==> src/rtl/piano_pkg.sv <==
// Shared definitions for the microphone note detector.
//   state_t   : two-phase FIFO handshake states (WAIT, PROC)
//   NOTE_NONE : empty one-hot note vector
//   BAND_LO/HI: inclusive rising-crossing bounds per window for tones 0..5
package piano_pkg;

  typedef enum logic {
    WAIT,
    PROC
  } state_t;

  localparam int unsigned NUM_TONES = 6;
  localparam logic [5:0]  NOTE_NONE = 6'b0;

  // Index 0 is the rightmost element (tone 0, the highest pitch).
  localparam logic [NUM_TONES-1:0][11:0] BAND_LO =
    {12'd3, 12'd6, 12'd12, 12'd25, 12'd49, 12'd98};
  localparam logic [NUM_TONES-1:0][11:0] BAND_HI =
    {12'd5, 12'd11, 12'd24, 12'd48, 12'd97, 12'd195};

endpackage

==> src/rtl/note_band_classifier.sv <==
// Combinational mapping of a window's crossing and loudness counts to a
// one-hot tone.
//   xing_cnt : rising zero-crossings counted in the window
//   loud_cnt : samples whose magnitude exceeded the loudness threshold
//   result   : one-hot tone (bit i = play_tone bit i), NOTE_NONE if quiet
//              or outside every band
module note_band_classifier
  import piano_pkg::*;
#(
  parameter int unsigned MIN_LOUD = 256
) (
  input  logic [11:0] xing_cnt,
  input  logic [11:0] loud_cnt,
  output logic [5:0]  result
);

  always_comb begin
    result = NOTE_NONE;
    if (loud_cnt >= 12'(MIN_LOUD)) begin
      // Bands are disjoint, so at most one bit is set.
      for (int unsigned i = 0; i < NUM_TONES; i++) begin
        if (xing_cnt >= BAND_LO[3'(i)] && xing_cnt <= BAND_HI[3'(i)]) begin
          result[3'(i)] = 1'b1;
        end
      end
    end
  end

endmodule

==> src/rtl/mic_note_detector.sv <==
// Drains microphone samples from the Audio_Controller input FIFO, counts
// hysteresis zero-crossings over fixed windows and reports the dominant
// game tone as a one-hot vector in the user_input format.
//   clock, resetn          : CLOCK_50, asynchronous active-low reset
//   enable                 : classification enable (draining continues)
//   audio_in_available     : FIFO non-empty
//   audio_in_data          : signed sample at FIFO head
//   read_audio_in          : one-clock pop strobe
//   note_out               : confirmed one-hot tone, 0 = none
//   note_valid             : one-clock pulse whenever note_out changes
//   crossings_last         : crossing count of the last completed window
module mic_note_detector
  import piano_pkg::*;
#(
  parameter int unsigned SAMPLE_W   = 32,
  parameter int unsigned WINDOW     = 2048,
  parameter int          HYST       = 4000000,
  parameter int          AMP_THRESH = 20000000,
  parameter int unsigned MIN_LOUD   = 256,
  parameter int unsigned CONFIRM    = 2
) (
  input  logic                       clock,
  input  logic                       resetn,
  input  logic                       enable,
  input  logic                       audio_in_available,
  input  logic signed [SAMPLE_W-1:0] audio_in_data,
  output logic                       read_audio_in,
  output logic [5:0]                 note_out,
  output logic                       note_valid,
  output logic [11:0]                crossings_last
);

  localparam int unsigned CONF_W = $clog2(CONFIRM + 1);
  localparam logic [CONF_W-1:0] CONF_MAX = CONF_W'(CONFIRM);
  localparam logic signed [SAMPLE_W-1:0] HYST_S     = SAMPLE_W'(HYST);
  localparam logic signed [SAMPLE_W-1:0] NEG_HYST_S = -HYST_S;
  localparam logic signed [SAMPLE_W-1:0] AMP_S      = SAMPLE_W'(AMP_THRESH);
  localparam logic signed [SAMPLE_W-1:0] S_MIN = {1'b1, {(SAMPLE_W-1){1'b0}}};
  localparam logic signed [SAMPLE_W-1:0] S_MAX = {1'b0, {(SAMPLE_W-1){1'b1}}};
  localparam logic [11:0] CNT_MAX  = '1;
  localparam logic [11:0] WIN_LAST = 12'(WINDOW - 1);

  state_t                     state, state_next;
  logic signed [SAMPLE_W-1:0] sample_r;
  logic signed [SAMPLE_W-1:0] mag;
  logic                       loud, pos_r, pos_next, rise, win_end;
  logic [11:0]                samp_cnt, xing_cnt, loud_cnt;
  logic [11:0]                xing_inc, loud_inc;
  logic [5:0]                 result, cand;
  logic [CONF_W-1:0]          conf_cnt;

  // Handshake: pop in WAIT, process in PROC, so at most one pop per two clocks.
  always_comb begin
    state_next    = state;
    read_audio_in = 1'b0;
    case (state)
      WAIT: begin
        if (audio_in_available) begin
          read_audio_in = 1'b1;
          state_next    = PROC;
        end
      end
      PROC:    state_next = WAIT;
      default: state_next = WAIT;
    endcase
  end

  always_ff @(posedge clock or negedge resetn) begin
    if (!resetn) begin
      state    <= WAIT;
      sample_r <= '0;
    end else begin
      state <= state_next;
      if (read_audio_in) sample_r <= audio_in_data;
    end
  end

  // Per-sample datapath; the most negative value saturates to the maximum.
  always_comb begin
    mag      = (sample_r == S_MIN) ? S_MAX : (sample_r[SAMPLE_W-1] ? -sample_r : sample_r);
    loud     = mag > AMP_S;
    pos_next = pos_r;
    if (sample_r > HYST_S)          pos_next = 1'b1;
    else if (sample_r < NEG_HYST_S) pos_next = 1'b0;
    rise     = pos_next & ~pos_r;
    xing_inc = (rise && xing_cnt != CNT_MAX) ? xing_cnt + 12'd1 : xing_cnt;
    loud_inc = (loud && loud_cnt != CNT_MAX) ? loud_cnt + 12'd1 : loud_cnt;
    win_end  = samp_cnt == WIN_LAST;
  end

  // Classified on the closing sample's counts so it is included in the window.
  note_band_classifier #(
    .MIN_LOUD(MIN_LOUD)
  ) u_classifier (
    .xing_cnt(xing_inc),
    .loud_cnt(loud_inc),
    .result  (result)
  );

  // Sign tracker keeps following the signal across windows and while disabled.
  always_ff @(posedge clock or negedge resetn) begin
    if (!resetn)            pos_r <= 1'b0;
    else if (state == PROC) pos_r <= pos_next;
  end

  always_ff @(posedge clock or negedge resetn) begin
    if (!resetn) begin
      samp_cnt       <= '0;
      xing_cnt       <= '0;
      loud_cnt       <= '0;
      cand           <= NOTE_NONE;
      conf_cnt       <= '0;
      crossings_last <= '0;
    end else if (!enable) begin
      samp_cnt <= '0;
      xing_cnt <= '0;
      loud_cnt <= '0;
      cand     <= NOTE_NONE;
      conf_cnt <= '0;
    end else if (state == PROC) begin
      if (win_end) begin
        samp_cnt       <= '0;
        xing_cnt       <= '0;
        loud_cnt       <= '0;
        crossings_last <= xing_inc;
        if (result == cand) begin
          if (conf_cnt != CONF_MAX) conf_cnt <= conf_cnt + 1'b1;
        end else begin
          conf_cnt <= CONF_W'(1);
          cand     <= result;
        end
      end else begin
        samp_cnt <= samp_cnt + 12'd1;
        xing_cnt <= xing_inc;
        loud_cnt <= loud_inc;
      end
    end
  end

  always_ff @(posedge clock or negedge resetn) begin
    if (!resetn) begin
      note_out   <= NOTE_NONE;
      note_valid <= 1'b0;
    end else begin
      note_valid <= 1'b0;
      if (!enable) begin
        if (note_out != NOTE_NONE) begin
          note_out   <= NOTE_NONE;
          note_valid <= 1'b1;
        end
      end else if (conf_cnt == CONF_MAX && cand != note_out) begin
        note_out   <= cand;
        note_valid <= 1'b1;
      end
    end
  end

endmodule

==> config.mk <==
export PLATFORM = sky130hd
export DESIGN_NAME = mic_note_detector
export DESIGN_NICKNAME = d
export VERILOG_FILES = /design/src/rtl/piano_pkg.sv /design/src/rtl/note_band_classifier.sv /design/src/rtl/mic_note_detector.sv
export SDC_FILE = /design/constraint.sdc
export NUM_CORES = 1
export LEC_CHECK = 0
export ABC_CLOCK_PERIOD_IN_PS = 5000
export CORE_ASPECT_RATIO = 0.5
export CORE_UTILIZATION = 45
export DETAILED_ROUTE_END_ITERATION = 6
export PLACE_DENSITY_LB_ADDON = 0.3
export SYNTH_ARGS = -nofsm -noshare
export SYNTH_HDL_FRONTEND = slang
export SYNTH_SLANG_ARGS = --single-unit
==> constraint.sdc <==
create_clock -name clock -period 5 [get_ports clock]
set_clock_uncertainty 0.05 [all_clocks]
set_input_delay 0.5 -clock clock [delete_from_list [all_inputs] [get_ports clock]]
set_output_delay 0.5 -clock clock [all_outputs]
set_load 0.03 [all_outputs]
== Yosys cells after proc, flatten, opt, wreduce, memory -nomap -nowiden ==
Index checks and enable logic that the tools add are counted.

* Register bits: 97
* Bits in latches: 0
* RAM bits: 0
* Bits in read-only memories: 0
* Input port bits: 36
* Output and inout port bits: 20
* Logic and storage cells: 103
* Memories kept: 0

* Add/subtract/negate cells: 5
* Multipliers: 0
* Div/mod/pow operators: 0
* $lt $le $gt $ge: 16
* Equal/unequal tests: 13
* Shift-type cells: 0
* Multiplexer cells: 40
* Bitwise logic cells: 3
* Reductions and logical operators: 15

{| class="wikitable"
|+ Operators by type and width
! kind !! count
|-
| two-way mux 12 bit || 11
|-
| two-way mux 32 bit || 2
|-
| two-way mux 6 bit || 8
|-
| adder 12 x 1 -> 12 bit, second input constant || 3
|-
| == test 32 bit, second input constant || 1
|-
| greater-than comparator 32 x 23 -> 1 bit, second input constant || 1
|-
| greater-than comparator 32 x 26 -> 1 bit, second input constant || 1
|-
| < comparator 32 x 23 -> 1 bit, second input constant || 1
|-
| negation 32 bit || 1
|-
| inequality test 12 bit, second input constant || 2
|-
| two-way mux 1 bit || 13
|-
| == test 12 x 11 -> 1 bit, second input constant || 1
|-
| greater-or-equal comparator 12 x 2 -> 1 bit, second input constant || 1
|-
| greater-or-equal comparator 12 x 3 -> 1 bit, second input constant || 1
|-
| greater-or-equal comparator 12 x 4 -> 1 bit, second input constant || 1
|-
| greater-or-equal comparator 12 x 5 -> 1 bit, second input constant || 1
|-
| greater-or-equal comparator 12 x 6 -> 1 bit, second input constant || 1
|-
| greater-or-equal comparator 12 x 7 -> 1 bit, second input constant || 1
|-
| greater-or-equal comparator 12 x 9 -> 1 bit, second input constant || 1
|-
| less-or-equal comparator 12 x 3 -> 1 bit, second input constant || 1
|-
| less-or-equal comparator 12 x 4 -> 1 bit, second input constant || 1
|-
| less-or-equal comparator 12 x 5 -> 1 bit, second input constant || 1
|-
| less-or-equal comparator 12 x 6 -> 1 bit, second input constant || 1
|-
| less-or-equal comparator 12 x 7 -> 1 bit, second input constant || 1
|-
| other kinds (17) || 35
|}

== Longest topological paths before layout ==
Gate-level depths: netlist of run 1.

* Depth after elaboration: 15
* Gate-level depth with buffers: 16
* Mapped depth without buffers: 14

== Modules after synthesis ==
A second synthesis of run 1 with hierarchy kept.

* Cell total of the unflattened synthesis: 667
* Area, all modules: 6,157.2 um2

{| class="wikitable"
|+ Modules (own cells, without submodules)
! module !! instances !! cells an instance !! area an instance (um2) !! seq. area each (um2)
|-
| mic_note_detector || 1 || 634 || 5,933.2 || 2,427.3
|-
| note_band_classifier || 1 || 33 || 224.0 || 0.0
|}

== Least setup slack after synthesis of run 1 ==
No wires, ideal clock.

* Path kind: register to register
* Start point: register sample_r[0]
* End point: register conf_cnt[1]
* Setup time: 0.122 ns
* Arrival: 4.156 ns
* Data required time: 4.828 ns
* Setup slack: 0.673 ns
* Stages on the path, launching flop included: 16
* Path buffers: 1
* Period minus slack after synthesis: 4.327 ns
* Cell sequence: dfrtp_1 > inv_1 > ha_1 > or3b_2 > o21ai_1 > xnor2_1 > o2111ai_1 > or3b_2 > or4_1 > o22a_2 > a211o_1 > a2bb2oi_2 > mux2_4 > and3_1 > buf_6 > a32o_1

* Cells in the longest elaborated chain, start to end: 15
* Elaborated cells on any way between the ends: 47
* Those cells by class: add/sub: 1; order compare: 16; eq/ne: 3; mux: 17; bitwise: 1; reduce/logical: 9

{| class="wikitable"
|+ Ends and longest elaborated chain
! item !! line !! RTL
|-
| start, declared || mic_note_detector.sv:44 || <nowiki>logic signed [SAMPLE_W-1:0] sample_r;</nowiki>
|-
| start signal, assigned || mic_note_detector.sv:74 || <nowiki>if (read_audio_in) sample_r <= audio_in_data;</nowiki>
|-
| parallel branches: the longest is 9 deep, another holds negation 32 bit || -- ||
|-
| two-way mux 6 bit (*) || note_band_classifier.sv:19 || <nowiki>if (loud_cnt >= 12'(MIN_LOUD)) begin</nowiki>
|-
| == test 6 bit (*) || mic_note_detector.sv:126 || <nowiki>if (result == cand) begin</nowiki>
|-
| two-way mux 2 bit || mic_note_detector.sv:126 ||
|-
| two-way mux 2 bit || mic_note_detector.sv:121 || <nowiki>if (win_end) begin</nowiki>
|-
| two-way mux 2 bit || mic_note_detector.sv:120 || <nowiki>end else if (state == PROC) begin</nowiki>
|-
| two-way mux 2 bit || mic_note_detector.sv:114 || <nowiki>end else if (!enable) begin</nowiki>
|-
| end signal, assigned || mic_note_detector.sv:127 || <nowiki>if (conf_cnt != CONF_MAX) conf_cnt <= conf_cnt + 1'b1;</nowiki>
|-
| end, declared || mic_note_detector.sv:50 || <nowiki>logic [CONF_W-1:0] conf_cnt;</nowiki>
|}

Mark *: on every way between the ends. The select of a mux whose other input is x is not followed.
A chain may end at the register's enable or synchronous reset.

== Final worst setup path of run 1 ==
Ends and elaborated chain as after synthesis.

==> flow_summary.ini, run 1 <==
[global_route]
antenna_found_initial = 0
grt_max_degree = 66
gr-total-overflow = 0
grt_pass1_vias = 5360
gr-usage-all-layers_pct = 22.25
grt_pass1_wl_um = 26550

[placement]
port_buffers = 55
dp_hpwl_um = 11190
place_area_mm2 = 0.007186
routabilityCongestion = 0.9484

[power]
p_leak_nw = 2.860
ir_worst_vdd_mv = 0.1761
p_per_area_mw_per_mm2 = 283.0

[logic_synthesis]
synthCells = 752
synth.net_count = 793
post_synth.cell_area_avg_um2 = 8.679
synthTopCellsByArea = dfrtp_1, nand2_1, mux2_2, o21ai_0, xnor2_1
yosysTopAreaCell = dfrtp_1
synth_ff_type = dfrtp_1
yosys.area.top_type_share_pct = 37.19
ys_warn_count = 0
synth_seq_cells = 97
yosysSeqAreaShare_pct = 37.19
synth_cell_types = 74
syn_area_mm2 = 0.006526
synth-edff-count = 0
synthArstFlopShare_pct = 100.0

[cells_and_area]
fin_area_mm2 = 0.007496
area_growth_pct = 14.86
layout_commonest_cell = dfrtp_1
layout-drive-gt1-share_pct = 10.30
layout_common_cells = dfrtp_1, nand2_1, o21ai_0
nets = 813
utilization_pct = 54.12
diodes = 0

[drt]
drtAntennaViolNets = 0
drt-initial-drc-count = 483
wl_per_cell_um = 16.41
first_pass_iters = 5
drc = 0
vias = 5973
totalWireLength_um = 15910
post_drt_via_cell_ratio = 6.164

[timing]
period_needed_ns = 4.756
rsz0062_at_grt = false
final-max-slew-violation-count = 0
max_freq_ghz = 0.2102
hold_slack_ns = 0.1850
tightest_slew_ns = 1.132
fin_crit_sh_pct = 95.13
max_slew_margin_pct = 24.37
finalHoldViolCount = 0
setup_violations = 0
setup_tns_ns = 0

[cts]
ctsHoldBuffers = 0
path_clk_slew_ns = 0.08
max-clock-path-buffers = 2
h-tree-depth = 3
clockRootBuffer = clkbuf_16
cts_tree = done
numCtsBuffers = 9
cts_sinks = 97
cts_resized = 0
post_cts.repair.setup_buffers = 0
clock_latency_ns = 0.36

[critical_path]
reg2reg_depth = 14
cp_slowest_cell = or3b_2
cp.required_ns = 5.20
arrival_ns = 4.96
critPathTopFamily = simple AND/OR/NAND/NOR gates
crit_path_max_fanout = 8
slowest_delay_ns = 0.51
critPathKind = reg2reg
start_kind = flip-flop
path_cells = inv_1 -> ha_1 -> or3b_2 -> o21ai_1 -> xnor2_1 -> o2111ai_1 -> or3b_2 -> or4_1 -> o22a_2 -> a311oi_2 -> a2bb2oi_2 -> mux2_4 -> and3_1 -> a32o_1
cp.depth = 14
cp_common_cell = or3b_2
crit_path_end_kind = flip-flop
path_buf_inv = 1

[floorplan]
core_mm2 = 0.01385
io_pins = 56
die_h_um = 87.16
die_w_um = 172.3
initial_core_util_pct = 47.12
dieArea_mm2 = 0.01502
rows = 30

[run]
maxCapViolations = 0

[outcome]
status = finished, final reports clean

[worst_hold_path]
hp-class = in2async
==> through the flow <==
stage	setup WS, ns	instances	total power [mW]
final	0.2437	969	2.121
after global placement	0.4090	953	1.392
after CTS	0.2793	969	2.137
after global routing	0.02712	969	2.232
after detailed placement	0.3033	953	1.399
after floorplan	0.6727	752	1.267
==> synthesized netlist by cell type (all sizes together), types with 15 or more instances <==
cell type and number:
mux2 31, a21oi 27, xor2 16, xnor2 22, clkbuf 42, nand2 91
nand4 17, nor3 22, nor4 16, dfrtp 97, nand3 27, a31oi 15
nor2 41, buf 16, o21ai 66
==> final timing paths <==
kind                                   start                 to  slack [ns]
setup / recovery                 sample_r[0]        conf_cnt[1]        0.24
max in group asynchronous             resetn        loud_cnt[5]        3.76
setup reg to reg                 sample_r[0]        conf_cnt[1]        0.24
hold reg to reg            crossings_last[3]  crossings_last[3]        0.43
min in group clock         crossings_last[3]  crossings_last[3]        0.43
hold / removal                        resetn        sample_r[8]        0.18
==> routing by layer <==
layer / wire length [um] / global-route usage, % / part of all wire (%)
met5: 0 / 0 / 0
met3: 980 / 4.180 / 6.2
met2: 7089 / 35.37 / 45
met1: 7596 / 30.77 / 48
met4: 239 / 6.838 / 1.5
==> worst register-to-register path, cell delays in order, from the launching register on <==
cell and delay [ns]:
dfrtp_1 0.44, inv_1 0.10, ha_1 0.19, or3b_2 0.51, o21ai_1 0.20, xnor2_1 0.18, o2111ai_1 0.15, or3b_2 0.47
or4_1 0.48, o22a_2 0.30, a311oi_2 0.29, a2bb2oi_2 0.35, mux2_4 0.38, and3_1 0.28, a32o_1 0.28
==> area by class of cell <==
class                   count  area (um^2)
clock buffers               9        225.2
clock inverters             7        85.08
fillers                  1236         6355
inverters                  12        45.04
multi-input cells         585         3835
flip-flops and latches     97         2427
well taps                 192        240.2
repair buffers             67        638.1
==> report_power, final <==
group          internal [mW]  switching [mW]  total (mW)  leakage (nW)
logic                  0.198           0.239       0.438          1.43
clock network          0.399           0.332       0.731         0.153
registers              0.840           0.113       0.953          1.28
==> cells by family (layout without fill, tap and decap cells) <==
family / count (synthesis) / count (layout) / share of synthesized area (%)
adders and majority gates: 5 / 5 / 0.9586
DFF: 97 / 97 / 37.19
muxes: 39 / 39 / 6.633
buffers and inverters: 70 / 95 / 4.429
xor gates and xnor gates: 38 / 38 / 5.100
AOI/OAI and AO/OA: 197 / 197 / 20.42
and+or+nand+nor: 306 / 306 / 25.27
==> state kept, by name, summed over array words and instances (netlist names) <==
signal	count
cand	6
samp_cnt	12
loud_cnt	12
pos_r	1
xing_cnt	12
crossings_last	12
conf_cnt	2
state	1
note_out	6
sample_r	32
note_valid	1
No activity file was read; power rests on OpenSTA's default activity.
==> run 2: changes to the inputs <==
Settings changed: ABC_CLOCK_PERIOD_IN_PS 5000 to 5800, CORE_MARGIN from default to 8.
Clock period 5 ns to 5.8 ns, I/O delays scaled along.
==> run 2 against run 1 <==
  * Hold slack better by 0.0094 ns
  * Clock power down 15%
  * Via count down 1.2%
  * Global-route usage down 4.9 points
  * Die area up 25%
  * Total power down 15%
  * First-iteration DRC count up 18%
  * Fmax down 0.49%
  * Core utilization down 2.2 points
  * Largest cell class unchanged
==> flow_summary.ini, run 2 (synthesis results as in run 1) <==
[outcome]
status = finished, final reports clean

[timing]
setup_violations = 0
finalHoldViolCount = 0
max_freq_ghz = 0.2092
tightest_slew_ns = 1.143
fin_crit_sh_pct = 82.40
setup_tns_ns = 0
timing.final.ws_setup_ns = 1.021
final-max-slew-violation-count = 0
max_slew_margin_pct = 23.65
rsz0062_at_grt = false
period_needed_ns = 4.779

[drt]
wl_per_cell_um = 17.06
first_pass_iters = 7
post_drt_via_cell_ratio = 6.112
vias = 5904
drt-initial-drc-count = 571
totalWireLength_um = 16480
drtAntennaViolNets = 0
drc = 0

[cells_and_area]
layout_common_cells = dfrtp_1, nand2_1, o21ai_0
diodes = 0
area_growth_pct = 13.88
utilization_pct = 51.93
nets = 804
layout-drive-gt1-share_pct = 9.245
largest_register_ffs = 32
layout_commonest_cell = dfrtp_1
fin_area_mm2 = 0.007432
regMostFlops = sample_r

[placement]
place_area_mm2 = 0.007126
dp_hpwl_um = 11730
preCtsSetupSlack_ns = 1.081
routabilityCongestion = 0.9089
port_buffers = 55

[critical_path]
rr_startpoint = sample_r[0]
arrival_ns = 4.96
crit_path_max_fanout = 8
cp-startpoint = sample_r[0]
crit_path_end = conf_cnt[1]
r2r_slack_ns = 1.02
cp.required_ns = 5.98
r2r_end = conf_cnt[1]
crit_path_end_kind = flip-flop
start_kind = flip-flop
reg2reg_depth = 14
critPathKind = reg2reg

[global_route]
grt_pass1_vias = 5559
grt_max_degree = 54
antenna_found_initial = 0
gr-total-overflow = 0
grt_pass1_wl_um = 27680
gr-usage-all-layers_pct = 17.36

[floorplan]
rows = 31
core_mm2 = 0.01431
die_h_um = 101.2
dieArea_mm2 = 0.01885
io_pins = 56
initial_core_util_pct = 45.60
die_w_um = 186.3

[cts]
post_cts.repair.setup_buffers = 0
h-tree-depth = 3
path_clk_slew_ns = 0.07
clock_latency_ns = 0.34
clockRootBuffer = clkbuf_16
ctsHoldBuffers = 0
cts_tree = done
max-clock-path-buffers = 2
cts_resized = 0
cts_sinks = 97
numCtsBuffers = 9

[power]
p_per_area_mw_per_mm2 = 244.0
p_leak_nw = 2.818
ir_worst_vdd_mv = 0.1452

[worst_hold_path]
hp-class = in2async

[run]
maxCapViolations = 0
[run 2: area by class of cell]
| class | count | area [um^2] |
|---|---|---|
| clock buffer | 11 | 252.7 |
| sequential | 97 | 2427 |
| tap | 198 | 247.7 |
| fill | 1310 | 6880 |
| timing repair buffer | 58 | 570.5 |
| multi-input combinational | 585 | 3835 |
| clock inverter | 5 | 53.80 |
| inverter | 12 | 45.04 |
[run 2: stage by stage]
step           power, mW  hold WS, ns  std cells
2_1_floorplan      1.092       0.2344        752
3_3_place_gp       1.196       0.4102        950
3_5_place_dp       1.202       0.4217        950
4_1_cts            1.826       0.2088        966
5_1_grt            1.902       0.2319        966
6_report           1.814       0.1944        966
[run 2: worst min-delay path by stage]
| stage | startpoint | slack [ns] | cells past startpoint | endpoint |
|---|---|---|---|---|
| floorplan | resetn | 0.23 | 0 | cand[0] |
| global placement | crossings_last[1] | 0.41 | 2 | crossings_last[1] |
| detailed placement | crossings_last[10] | 0.42 | 2 | crossings_last[10] |
| CTS | resetn | 0.21 | 1 | note_valid |
| global route | resetn | 0.23 | 1 | note_valid |
| finish | resetn | 0.19 | 1 | crossings_last[3] |
[run 2: critical path, stage by stage (launching register included)]
cell and delay, ns:
dfrtp_1 0.44, inv_1 0.10, ha_1 0.20, nor3b_2 0.41
nand4_1 0.27, or4_1 0.48, o32ai_2 0.17, o22ai_1 0.12
or4_1 0.53, o22a_2 0.31, a311oi_2 0.30, a2bb2oi_2 0.35
mux2_4 0.37, and3_1 0.28, a32o_1 0.28
[run 2: report_power, final]
part / total [mW] / internal (mW) / switching (mW)
logic: 0.370 / 0.164 / 0.206
registers: 0.823 / 0.724 / 0.0989
clock network: 0.620 / 0.357 / 0.264
[run 2: per-layer routing]
| layer | part of all wire (%) | routed length (um) | GRT usage (%) |
|---|---|---|---|
| met4 | 1.5 | 240 | 4.218 |
| met5 | 0 | 0 | 0 |
| met3 | 5.0 | 824 | 3.505 |
| met1 | 48 | 7836 | 23.34 |
| met2 | 46 | 7574 | 28.54 |
